`src/rtl/exception_ctrl_if.sv`:
```
// Commit-stage exception bus between the pipeline and exception_ctrl.
// The trap line exists only when EXC_TRAP_EN is defined.
interface exception_ctrl_if #(
    parameter int unsigned INT_WIDTH = 8
);
    // Causes and context from commit, MMU, decode and CP0
    logic                 valid_i;
    logic [31:0]          pc;
    logic [31:0]          mm_pc;
    logic [31:0]          data_vaddr;
    logic [31:0]          epc_in;
    logic                 data_we;
    logic                 in_delayslot;
    logic                 inst_miss;
    logic                 data_miss;
    logic                 inst_invalid;
    logic                 data_invalid;
    logic                 inst_illegal;
    logic                 data_illegal;
    logic                 data_dirty;
    logic                 syscall;
    logic                 brk;
    logic                 unknown_inst;
    logic                 overflow;
    logic                 eret;
`ifdef EXC_TRAP_EN
    logic                 trap;
`endif
    logic [INT_WIDTH-1:0] int_flag;
    logic                 allow_int;
    logic                 status_exl;
    logic                 status_bev;
    logic                 fetch_data_ok;
    logic                 fetch_busy;

    // Results towards CP0 and fetch
    logic                 exc_now;
    logic                 flush;
    logic                 wr_exp;
    logic                 clear_exl;
    logic                 badvaddr_we;
    logic [4:0]           exp_code;
    logic [31:0]          epc;
    logic [31:0]          badvaddr;
    logic [31:0]          exception_new_pc;

    modport master (
`ifdef EXC_TRAP_EN
        output trap,
`endif
        output valid_i, pc, mm_pc, data_vaddr, epc_in, data_we, in_delayslot,
               inst_miss, data_miss, inst_invalid, data_invalid, inst_illegal,
               data_illegal, data_dirty, syscall, brk, unknown_inst, overflow,
               eret, int_flag, allow_int, status_exl, status_bev,
               fetch_data_ok, fetch_busy,
        input  exc_now, flush, wr_exp, clear_exl, badvaddr_we, exp_code, epc,
               badvaddr, exception_new_pc
    );

    modport slave (
`ifdef EXC_TRAP_EN
        input  trap,
`endif
        input  valid_i, pc, mm_pc, data_vaddr, epc_in, data_we, in_delayslot,
               inst_miss, data_miss, inst_invalid, data_invalid, inst_illegal,
               data_illegal, data_dirty, syscall, brk, unknown_inst, overflow,
               eret, int_flag, allow_int, status_exl, status_bev,
               fetch_data_ok, fetch_busy,
        output exc_now, flush, wr_exp, clear_exl, badvaddr_we, exp_code, epc,
               badvaddr, exception_new_pc
    );
endinterface

```
`src/rtl/exception_ctrl.sv`:
```
// Commit-stage exception arbiter: prioritises causes, registers CP0 write data
// and redirect PC, and holds flush until fetch drains. EXC_TRAP_EN adds TR.
module exception_ctrl #(
    parameter int unsigned INT_WIDTH   = 8,
    parameter logic [31:0] BEV_BASE    = 32'hBFC00200,
    parameter logic [31:0] NORMAL_BASE = 32'h80000000
) (
    input logic              clk,
    input logic              rst,
    exception_ctrl_if.slave  bus
);
    localparam int unsigned XLEN   = 32;
    localparam int unsigned CODE_W = 5;

    localparam logic [XLEN-1:0] OFS_REFILL  = XLEN'(32'h000);
    localparam logic [XLEN-1:0] OFS_GENERAL = XLEN'(32'h180);
    localparam logic [XLEN-1:0] PC_STEP     = XLEN'(32'h4);

    localparam logic [CODE_W-1:0] EXC_INT  = CODE_W'(5'h00);
    localparam logic [CODE_W-1:0] EXC_MOD  = CODE_W'(5'h01);
    localparam logic [CODE_W-1:0] EXC_TLBL = CODE_W'(5'h02);
    localparam logic [CODE_W-1:0] EXC_TLBS = CODE_W'(5'h03);
    localparam logic [CODE_W-1:0] EXC_ADEL = CODE_W'(5'h04);
    localparam logic [CODE_W-1:0] EXC_ADES = CODE_W'(5'h05);
    localparam logic [CODE_W-1:0] EXC_SYS  = CODE_W'(5'h08);
    localparam logic [CODE_W-1:0] EXC_BP   = CODE_W'(5'h09);
    localparam logic [CODE_W-1:0] EXC_RI   = CODE_W'(5'h0A);
    localparam logic [CODE_W-1:0] EXC_OV   = CODE_W'(5'h0C);
`ifdef EXC_TRAP_EN
    localparam logic [CODE_W-1:0] EXC_TR   = CODE_W'(5'h0D);
`endif

    typedef enum logic {IDLE, HOLD} state_e;

    state_e            state_q, state_d;
    logic              flush_q, flush_d;
    logic              wr_exp_q, wr_exp_d;
    logic              clear_exl_q, clear_exl_d;
    logic              badvaddr_we_q, badvaddr_we_d;
    logic [CODE_W-1:0] exp_code_q, exp_code_d;
    logic [XLEN-1:0]   epc_q, epc_d;
    logic [XLEN-1:0]   badvaddr_q, badvaddr_d;
    logic [XLEN-1:0]   new_pc_q, new_pc_d;

    logic [INT_WIDTH-1:0] int_lines;
    logic                 int_req;
    logic                 trap_req;
    logic                 sync_any;
    logic                 event_req;
    logic                 exc_now_c;
    logic                 is_eret;
    logic                 refill;
    logic                 bad_we;
    logic [XLEN-1:0]      bad_addr;
    logic [CODE_W-1:0]    code;
    logic [XLEN-1:0]      epc_src;
    logic [XLEN-1:0]      epc_val;
    logic [XLEN-1:0]      vec_base;
    logic [XLEN-1:0]      target_pc;

    assign int_lines = INT_WIDTH'(bus.int_flag);
    assign int_req   = bus.allow_int & (|int_lines);

`ifdef EXC_TRAP_EN
    assign trap_req = bus.valid_i & bus.trap;
`else
    assign trap_req = 1'b0;
`endif

    // Dirty-page fault needs a store; a dirty flag on a load is not a cause
    assign sync_any = bus.valid_i & ((bus.data_dirty & bus.data_we) |
                      bus.inst_miss | bus.data_miss | bus.inst_invalid |
                      bus.data_invalid | bus.inst_illegal | bus.data_illegal |
                      bus.syscall | bus.brk | bus.unknown_inst | bus.overflow)
                      | trap_req;
    assign event_req = int_req | sync_any | (bus.valid_i & bus.eret);
    assign exc_now_c = event_req & (state_q == IDLE);

    // Priority decode of the winning cause
    always_comb begin
        code     = EXC_INT;
        refill   = 1'b0;
        bad_we   = 1'b0;
        bad_addr = bus.pc;
        is_eret  = 1'b0;
        if (int_req) begin
            code = EXC_INT;
        end else if (bus.valid_i & bus.data_dirty & bus.data_we) begin
            code = EXC_MOD;  bad_we = 1'b1; bad_addr = bus.data_vaddr;
        end else if (bus.valid_i & bus.inst_miss) begin
            code = EXC_TLBL; refill = 1'b1; bad_we = 1'b1;
        end else if (bus.valid_i & bus.data_miss) begin
            code = bus.data_we ? EXC_TLBS : EXC_TLBL;
            refill = 1'b1; bad_we = 1'b1; bad_addr = bus.data_vaddr;
        end else if (bus.valid_i & bus.inst_invalid) begin
            code = EXC_TLBL; bad_we = 1'b1;
        end else if (bus.valid_i & bus.data_invalid) begin
            code = bus.data_we ? EXC_TLBS : EXC_TLBL;
            bad_we = 1'b1; bad_addr = bus.data_vaddr;
        end else if (bus.valid_i & bus.inst_illegal) begin
            code = EXC_ADEL; bad_we = 1'b1;
        end else if (bus.valid_i & bus.data_illegal) begin
            code = bus.data_we ? EXC_ADES : EXC_ADEL;
            bad_we = 1'b1; bad_addr = bus.data_vaddr;
        end else if (bus.valid_i & bus.syscall) begin
            code = EXC_SYS;
        end else if (bus.valid_i & bus.brk) begin
            code = EXC_BP;
        end else if (bus.valid_i & bus.unknown_inst) begin
            code = EXC_RI;
        end else if (bus.valid_i & bus.overflow) begin
            code = EXC_OV;
`ifdef EXC_TRAP_EN
        end else if (trap_req) begin
            code = EXC_TR;
`endif
        end else if (bus.valid_i & bus.eret) begin
            is_eret = 1'b1;
        end
    end

    // Interrupts taken on a bubble restart from the memory-stage PC
    assign epc_src   = (int_req & ~bus.valid_i) ? bus.mm_pc : bus.pc;
    assign epc_val   = bus.in_delayslot ? (epc_src - PC_STEP) : epc_src;
    assign vec_base  = bus.status_bev ? BEV_BASE : NORMAL_BASE;
    assign target_pc = is_eret ? bus.epc_in :
                       vec_base + ((refill & ~bus.status_exl) ? OFS_REFILL : OFS_GENERAL);

    always_comb begin
        state_d       = state_q;
        flush_d       = flush_q;
        wr_exp_d      = 1'b0;
        clear_exl_d   = 1'b0;
        badvaddr_we_d = 1'b0;
        exp_code_d    = exp_code_q;
        epc_d         = epc_q;
        badvaddr_d    = badvaddr_q;
        new_pc_d      = new_pc_q;
        unique case (state_q)
            IDLE: begin
                if (exc_now_c) begin
                    state_d  = HOLD;
                    flush_d  = 1'b1;
                    new_pc_d = target_pc;
                    if (is_eret) begin
                        clear_exl_d = 1'b1;
                    end else begin
                        wr_exp_d      = 1'b1;
                        exp_code_d    = code;
                        epc_d         = epc_val;
                        badvaddr_we_d = bad_we;
                        if (bad_we) badvaddr_d = bad_addr;
                    end
                end
            end
            HOLD: begin
                if (bus.fetch_data_ok | ~bus.fetch_busy) begin
                    state_d = IDLE;
                    flush_d = 1'b0;
                end
            end
            default: begin
                state_d = IDLE;
                flush_d = 1'b0;
            end
        endcase
    end

    always_ff @(posedge clk) begin
        if (rst) begin
            state_q       <= IDLE;
            flush_q       <= 1'b0;
            wr_exp_q      <= 1'b0;
            clear_exl_q   <= 1'b0;
            badvaddr_we_q <= 1'b0;
            exp_code_q    <= '0;
            epc_q         <= '0;
            badvaddr_q    <= '0;
            new_pc_q      <= BEV_BASE + OFS_GENERAL;
        end else begin
            state_q       <= state_d;
            flush_q       <= flush_d;
            wr_exp_q      <= wr_exp_d;
            clear_exl_q   <= clear_exl_d;
            badvaddr_we_q <= badvaddr_we_d;
            exp_code_q    <= exp_code_d;
            epc_q         <= epc_d;
            badvaddr_q    <= badvaddr_d;
            new_pc_q      <= new_pc_d;
        end
    end

    assign bus.exc_now          = exc_now_c;
    assign bus.flush            = flush_q;
    assign bus.wr_exp           = wr_exp_q;
    assign bus.clear_exl        = clear_exl_q;
    assign bus.badvaddr_we      = badvaddr_we_q;
    assign bus.exp_code         = exp_code_q;
    assign bus.epc              = epc_q;
    assign bus.badvaddr         = badvaddr_q;
    assign bus.exception_new_pc = new_pc_q;
endmodule

```
`src/flat_wrapper.sv`:
```
// flat-port wrapper written by rule: the top's interface ports become plain ports
module exception_ctrl_flat 
#(
    parameter int unsigned INT_WIDTH   = 8,
    parameter logic [31:0] BEV_BASE    = 32'hBFC00200,
    parameter logic [31:0] NORMAL_BASE = 32'h80000000
)
  (clk, rst, bus_valid_i, bus_pc, bus_mm_pc, bus_data_vaddr, bus_epc_in, bus_data_we, bus_in_delayslot, bus_inst_miss, bus_data_miss, bus_inst_invalid, bus_data_invalid, bus_inst_illegal, bus_data_illegal, bus_data_dirty, bus_syscall, bus_brk, bus_unknown_inst, bus_overflow, bus_eret, bus_int_flag, bus_allow_int, bus_status_exl, bus_status_bev, bus_fetch_data_ok, bus_fetch_busy, bus_exc_now, bus_flush, bus_wr_exp, bus_clear_exl, bus_badvaddr_we, bus_exp_code, bus_epc, bus_badvaddr, bus_exception_new_pc);
  exception_ctrl_if #(.INT_WIDTH(INT_WIDTH)) bus_i ();
  input logic clk;
  input logic rst;
  input wire logic [$bits(bus_i.valid_i)-1:0] bus_valid_i;
  input wire logic [$bits(bus_i.pc)-1:0] bus_pc;
  input wire logic [$bits(bus_i.mm_pc)-1:0] bus_mm_pc;
  input wire logic [$bits(bus_i.data_vaddr)-1:0] bus_data_vaddr;
  input wire logic [$bits(bus_i.epc_in)-1:0] bus_epc_in;
  input wire logic [$bits(bus_i.data_we)-1:0] bus_data_we;
  input wire logic [$bits(bus_i.in_delayslot)-1:0] bus_in_delayslot;
  input wire logic [$bits(bus_i.inst_miss)-1:0] bus_inst_miss;
  input wire logic [$bits(bus_i.data_miss)-1:0] bus_data_miss;
  input wire logic [$bits(bus_i.inst_invalid)-1:0] bus_inst_invalid;
  input wire logic [$bits(bus_i.data_invalid)-1:0] bus_data_invalid;
  input wire logic [$bits(bus_i.inst_illegal)-1:0] bus_inst_illegal;
  input wire logic [$bits(bus_i.data_illegal)-1:0] bus_data_illegal;
  input wire logic [$bits(bus_i.data_dirty)-1:0] bus_data_dirty;
  input wire logic [$bits(bus_i.syscall)-1:0] bus_syscall;
  input wire logic [$bits(bus_i.brk)-1:0] bus_brk;
  input wire logic [$bits(bus_i.unknown_inst)-1:0] bus_unknown_inst;
  input wire logic [$bits(bus_i.overflow)-1:0] bus_overflow;
  input wire logic [$bits(bus_i.eret)-1:0] bus_eret;
  input wire logic [$bits(bus_i.int_flag)-1:0] bus_int_flag;
  input wire logic [$bits(bus_i.allow_int)-1:0] bus_allow_int;
  input wire logic [$bits(bus_i.status_exl)-1:0] bus_status_exl;
  input wire logic [$bits(bus_i.status_bev)-1:0] bus_status_bev;
  input wire logic [$bits(bus_i.fetch_data_ok)-1:0] bus_fetch_data_ok;
  input wire logic [$bits(bus_i.fetch_busy)-1:0] bus_fetch_busy;
  output wire logic [$bits(bus_i.exc_now)-1:0] bus_exc_now;
  output wire logic [$bits(bus_i.flush)-1:0] bus_flush;
  output wire logic [$bits(bus_i.wr_exp)-1:0] bus_wr_exp;
  output wire logic [$bits(bus_i.clear_exl)-1:0] bus_clear_exl;
  output wire logic [$bits(bus_i.badvaddr_we)-1:0] bus_badvaddr_we;
  output wire logic [$bits(bus_i.exp_code)-1:0] bus_exp_code;
  output wire logic [$bits(bus_i.epc)-1:0] bus_epc;
  output wire logic [$bits(bus_i.badvaddr)-1:0] bus_badvaddr;
  output wire logic [$bits(bus_i.exception_new_pc)-1:0] bus_exception_new_pc;
  assign bus_i.valid_i = bus_valid_i;
  assign bus_i.pc = bus_pc;
  assign bus_i.mm_pc = bus_mm_pc;
  assign bus_i.data_vaddr = bus_data_vaddr;
  assign bus_i.epc_in = bus_epc_in;
  assign bus_i.data_we = bus_data_we;
  assign bus_i.in_delayslot = bus_in_delayslot;
  assign bus_i.inst_miss = bus_inst_miss;
  assign bus_i.data_miss = bus_data_miss;
  assign bus_i.inst_invalid = bus_inst_invalid;
  assign bus_i.data_invalid = bus_data_invalid;
  assign bus_i.inst_illegal = bus_inst_illegal;
  assign bus_i.data_illegal = bus_data_illegal;
  assign bus_i.data_dirty = bus_data_dirty;
  assign bus_i.syscall = bus_syscall;
  assign bus_i.brk = bus_brk;
  assign bus_i.unknown_inst = bus_unknown_inst;
  assign bus_i.overflow = bus_overflow;
  assign bus_i.eret = bus_eret;
  assign bus_i.int_flag = bus_int_flag;
  assign bus_i.allow_int = bus_allow_int;
  assign bus_i.status_exl = bus_status_exl;
  assign bus_i.status_bev = bus_status_bev;
  assign bus_i.fetch_data_ok = bus_fetch_data_ok;
  assign bus_i.fetch_busy = bus_fetch_busy;
  assign bus_exc_now = bus_i.exc_now;
  assign bus_flush = bus_i.flush;
  assign bus_wr_exp = bus_i.wr_exp;
  assign bus_clear_exl = bus_i.clear_exl;
  assign bus_badvaddr_we = bus_i.badvaddr_we;
  assign bus_exp_code = bus_i.exp_code;
  assign bus_epc = bus_i.epc;
  assign bus_badvaddr = bus_i.badvaddr;
  assign bus_exception_new_pc = bus_i.exception_new_pc;
  exception_ctrl #(.INT_WIDTH(INT_WIDTH), .BEV_BASE(BEV_BASE), .NORMAL_BASE(NORMAL_BASE)) u_core (.clk(clk), .rst(rst), .bus(bus_i));
endmodule
```
`config.mk`:
```
export PLATFORM = sky130hd
export DESIGN_NAME = exception_ctrl_flat
export DESIGN_NICKNAME = d
export VERILOG_FILES = /design/src/rtl/exception_ctrl_if.sv /design/src/rtl/exception_ctrl.sv /design/src/flat_wrapper.sv
export SDC_FILE = /design/constraint.sdc
export NUM_CORES = 1
export LEC_CHECK = 0
export ABC_CLOCK_PERIOD_IN_PS = 3800
export BUFFER_PORTS_ARGS = -buffer_cell sky130_fd_sc_hd__clkbuf_2
export CORE_MARGIN = 2
export CORE_UTILIZATION = 42
export DETAILED_ROUTE_END_ITERATION = 8
export GPL_TIMING_DRIVEN = 0
export PLACE_DENSITY_LB_ADDON = 0.05
export SLEW_MARGIN = 0
export SYNTH_ARGS = -nofsm -noshare
export SYNTH_HDL_FRONTEND = slang
export SYNTH_SLANG_ARGS = --single-unit
export TNS_END_PERCENT = 20
```
`constraint.sdc`:
```
create_clock -name clk -period 3.8 [get_ports clk]
set_clock_uncertainty 0.2 [all_clocks]
set_input_delay 0.76 -clock clk [delete_from_list [all_inputs] [get_ports clk]]
set_output_delay 0.76 -clock clk [all_outputs]
set_load 0.01 [all_outputs]
```
Word-level counts from Yosys, hierarchy flattened

Index checks and enable logic that the tools add are counted.

Register bits: 106
Bits in latches: 0
Bits in writable memories: 0
Memories: 0
ROM bits: 0
Output and inout port bits: 106
Logic and storage cells: 118

Shift-type cells: 0
Reduce and logical (&&, ||, !) cells: 7
Bitwise gates (word level): 38
Add/subtract/negate cells: 2
$lt $le $gt $ge: 0
Eq/ne operators: 2
Mux-type cells: 60
Div/mod/pow operators: 0
Multiply operators: 0

Operator list:

| operator                                                              | number |
|---|---|
| 32-bit two-way mux                                                    | 11 |
| 5-bit two-way mux                                                     | 11 |
| 1-bit two-way mux                                                     | 33 |
| 32-bit adder                                                          | 1 |
| 32-bit by 3-bit subtractor with 32-bit output (second input constant) | 1 |
| 30-bit two-way mux                                                    | 1 |
| 1-bit bitwise AND                                                     | 19 |
| 1-bit OR                                                              | 13 |
| 9-bit two-way mux                                                     | 1 |
| 8-bit OR reduction                                                    | 1 |
| 1-bit inverter                                                        | 6 |
| 4-bit two-way mux                                                     | 1 |
| 2-bit inequality test (second input constant)                         | 2 |
| 1-bit case mux with 2 select lines                                    | 2 |
| 2-bit AND reduction                                                   | 2 |
| 4-bit AND reduction                                                   | 1 |
| 4-bit OR reduction                                                    | 1 |
| 3-bit AND reduction                                                   | 1 |
| 3-bit OR reduction                                                    | 1 |

Depth between registers and ports, before layout

Depth in word-level cells: 17
Mapped depth: 11

Worst setup path after synthesis

No wires, ideal clock.

Path kind: input port to flip-flop
Start point: input port bus_int_flag[1]
End point: register u_core.epc_q[26], in the netlist u_core.bus.epc[26]
Setup slack: 0.053 ns
Buffers on the path: 0
Data required time: 3.471 ns
Stages: 9
Arrival time: 3.418 ns
Cells stage by stage: or4_1 o21ai_1 mux2i_1 ha_1 nand4_1 or4_1 a21oi_1 xor2_1 o21ai_0

Longest elaborated chain between the ends: 6
Elaborated cells between the ends (all ways): 12

RTL lines:

| element                                                                                   | RTL line                                    | text |
|---|---|---|
| start: declaration                                                                        | flat_wrapper.sv:31                          | `input wire logic [$bits(bus_i.int_flag)-1:0] bus_int_flag;` |
| 8-bit OR reduction *                                                                      | exception_ctrl.sv:62                        | `assign int_req = bus.allow_int & (\|int_lines);` |
| 1-bit bitwise AND *                                                                       | exception_ctrl.sv:62                        |  |
| 1-bit bitwise AND / 1-bit OR (equally long branches)                                      | exception_ctrl.sv:123, exception_ctrl.sv:76 |  |
| 32-bit two-way mux / 1-bit OR (equally long branches)                                     | exception_ctrl.sv:123, exception_ctrl.sv:76 |  |
| 32-bit by 3-bit subtractor with 32-bit output / 1-bit bitwise AND (equally long branches) | exception_ctrl.sv:124, exception_ctrl.sv:77 |  |
| 32-bit two-way mux / 3-bit AND reduction (equally long branches)                          | -                                           |  |
| end signal: assignment                                                                    | exception_ctrl.sv:187                       | `epc_q <= epc_d;` |
| end: declaration                                                                          | exception_ctrl.sv:41                        | `logic [XLEN-1:0] epc_q, epc_d;` |

Mark *: on every way between the ends. The rest lies on a longest branch, timed or not.
A chain may end at the register's enable or synchronous reset.

Worst setup path after layout

Start point: input port bus_int_flag[1]
End point: register u_core.epc_q[28], in the netlist u_core.bus.epc[28]

The elaborated chain is that of the path after synthesis.

==> metrics.csv <==
stage,metric,value,unit
run_status,status,"finished, final reports clean",
global_routing,grt_use_total,26.83,%
clock_network,clkLatencyLatePin,0.36,ns
yosys,synth_top_area_share,39.02,%
yosys,syn_inst,656,
layout,areaGrowthSynthToFinish,33.77,%
global_routing,antenna_found_initial,0,
detailed_routing,routed_wl,19470,um
detailed_routing,postRouteAntennaNets,0,
floorplanning,die_h,117.2,um
floorplanning,start_util,42.86,%
worst_setup_path,cp_slowest_cell,or4_1,
detailed_routing,vias,6082,
clock_network,cts_tree,yes,
detailed_routing,wl_per_cell,17.62,um
run,drv_cap,0,
clock_network,h-tree-depth,3,
worst_setup_path,rrSetupSlack,1.54,ns
worst_setup_path,cp_max_fo,8,
timing,hold_viol,0,
floorplanning,dieArea,0.01375,mm^2
floorplanning,num_rows,41,
hold_path,hold_class,flip-flop to flip-flop,
placement,io_buffers,260,
layout,n_antenna_cell,0,
clock_network,cts_buffer_depth,2,
timing,fin_crit_sh,96.15,%
yosys,synth_ff_type,dfxtp_1,
global_routing,grt_pass1_vias,5636,
placement,place.gp.congestion,0.9215,
yosys,ys_ff_latch,105,
worst_setup_path,path_buf_inv,1,
clock_network,clk_pin_slew_worst_paths,0.07,ns
worst_setup_path,cp-start-kind,input pin,
clock_network,clockRootBuffer,clkbuf_16,
global_routing,grt_pass1_wl,28300,um
timing,grt_setup_unrepaired,false,
power,p_leak,3.270,nW
timing,slew_headroom,48.31,%
worst_setup_path,arrival,3.76,ns
floorplanning,num_io_pins,264,
yosys,synth_top_area_cell,dfxtp_1,
clock_network,hold_buffers,0,
power,ir_drop,0.1938,mV
yosys,avgSynthCellArea,8.211,um^2
timing,timing.fmax,273.7,MHz
power,power_per_cell_area,366.9,mW/mm^2
timing,drv_slew,0,
global_routing,grt_max_degree,18,
worst_setup_path,path_delay_family,simple AND/OR/NAND/NOR gates,
placement,post-dp-hpwl,15850,um
worst_setup_path,cpPeakStageDelay,0.67,ns
yosys,ys_seq_area_share,39.02,%
yosys,synth_edf_count,0,
worst_setup_path,path_common_cell,or4_1,
worst_setup_path,endpoint_kind,flip-flop,
yosys,ys_types,62,
layout,utilization,57.33,%
detailed_routing,drt-initial-drc-count,426,
timing,min_period,3.654,ns
clock_network,cts_buffers,9,
timing,setup_viol_count_final,0,
worst_setup_path,required,3.91,ns
timing,tightest_slew,0.7653,ns
global_routing,gr-total-overflow,0,
worst_setup_path,crit_type,input pin to flip-flop,
detailed_routing,first_pass_iters,5,
detailed_routing,viasPerCell,5.504,
yosys,syn-num-nets,815,
placement,dp_cells,1088,
worst_setup_path,path_cells,"clkbuf_2, or4_1, o21ai_4, mux2i_1, ha_1, nand2_1, nor2_1, and3_1, a32oi_1, or4_1, nand3_1",
floorplanning,fp.coreArea,0.01257,mm^2
detailed_routing,drc,0,
yosys,synth_warnings,0,
layout,fin_cells,1105,
yosys,postSynth.asyncResetShare,0,%
yosys,syn_area,0.005386,mm^2
clock_network,cts_sinks,105,
yosys,synth.area.top_cells,"dfxtp_1, nand2_1, a311oi_1",
layout,fin_nets,1087,
floorplanning,die_x,117.2,um
layout,layout-drive-gt1-share,33.87,%
## cells by family after synthesis
family	synth area share, %
muxes	2.973
buffers and inverters	4.553
other	0.06962
xor gates and xnor gates	6.342
and+or+nand+nor	24.97
DFF	39.02
adders and majority gates	0.2323
AOI/OAI and AO/OA	21.83
## cells in the mapped netlist, types with 12 or more instances
| master | number |
|---|---|
| nor2_1 | 67 |
| mux2i_1 | 16 |
| a311oi_1 | 32 |
| o21ai_0 | 29 |
| a21oi_1 | 23 |
| nor4_1 | 12 |
| dfxtp_1 | 105 |
| a22o_1 | 24 |
| xor2_1 | 20 |
| nor3_1 | 22 |
| buf_2 | 13 |
| xnor2_1 | 19 |
| nand2_1 | 118 |
| clkbuf_1 | 25 |
## worst reg2reg max path: stages (launching register included)
cell	delay (ns)
dfxtp_1	0.30
clkbuf_1	0.19
nor2_1	0.31
nand2b_1	0.11
buf_2	0.20
inv_1	0.20
clkbuf_1	0.44
o211ai_1	0.17
nand3_1	0.09
## flip-flops by register name (all words and copies together) (netlist names)
name,count
u_core.bus.badvaddr_we,1
u_core.bus.flush,1
u_core.bus.clear_exl,1
u_core.state_q,1
u_core.bus.exception_new_pc,32
u_core.bus.epc,32
u_core.bus.badvaddr,32
u_core.bus.exp_code,4
u_core.bus.wr_exp,1
## repair_timing
action,CTS,global route
setup buffers,1,0
endpoints found under the setup margin,11,4
gates resized for setup,2,1
## per-stage QoR
| stage | cell area, um^2 | power [mW] | TNS [ns] | hold slack, ns | setup slack, ns |
|---|---|---|---|---|---|
| finish | 7206 | 2.644 | 0 | 0.2572 | 0.1464 |
| global route | 7206 | 2.754 | 0 | 0.2923 | 0.02658 |
| CTS | 7201 | 2.656 | 0 | 0.2622 | 0.008074 |
| detailed placement | 6903 | 1.752 | -6.864 | 0.2441 | -0.7533 |
| global placement | 6903 | 1.741 | -5.615 | 0.2374 | -0.6555 |
| floorplan | 5386 | 1.491 | 0 | 0.2720 | 0.05284 |
## layer usage
metal	share of wire (%)	GRT usage (%)	wire length (um)
met3	7.6	5.973	1474
met4	2.7	10.35	535
met5	0	0	0
met2	49	48.01	9599
met1	40	31.13	7865
## placed cells by master (no fill, tap or decap), types with 3 or more instances in the layout
cell	Yosys	layout
clkbuf_8	3	4
a22o_1	24	24
nand3_1	11	11
o31ai_1	3	3
nand2b_1	5	5
a311oi_1	32	32
clkbuf_16	0	9
or2_2	4	4
or3_1	11	11
nor2b_1	3	3
a21oi_1	23	23
nand2_1	118	118
or3_2	3	3
a211o_1	11	11
buf_2	13	13
nor2_1	67	67
xnor2_1	19	19
a32o_1	9	9
clkbuf_2	0	260
mux2i_1	16	16
o21ai_1	5	4
inv_1	5	5
xor2_1	20	20
inv_6	0	3
or4_1	7	7
nor4_1	12	12
and3_1	4	4
nor3_1	22	21
clkbuf_1	25	26
o21ai_0	29	29
dfxtp_1	105	105
or4_4	4	4
## where the power goes
| part | internal [mW] | leakage (nW) | switching [mW] | total, mW |
|---|---|---|---|---|
| logic | 0.216 | 2.27 | 0.307 | 0.522 |
| registers | 1.17 | 0.862 | 0.0383 | 1.21 |
| clock network | 0.468 | 0.141 | 0.444 | 0.912 |
| total | 1.86 | 3.27 | 0.789 | 2.64 |
## final timing paths
check	start	to	cells after the start
worst max-delay path	bus_int_flag[1]	u_core.bus.epc[28]	11
worst min-delay path	u_core.bus.epc[27]	u_core.bus.epc[27]	2
worst max register to register	u_core.state_q	u_core.bus.epc[28]	8
worst min register to register	u_core.bus.epc[27]	u_core.bus.epc[27]	2
## final cells by class
class | count | area, um^2
sequential | 105 | 2102
timing repair buffer | 261 | 1309
clock buffer | 11 | 242.7
buffer | 45 | 226.5
inverter | 5 | 18.77
clock inverter | 5 | 36.28
fill | 1225 | 5363
multi-input combinational | 501 | 3055
tap | 172 | 215.2
No activity file was read; power rests on OpenSTA's default activity.
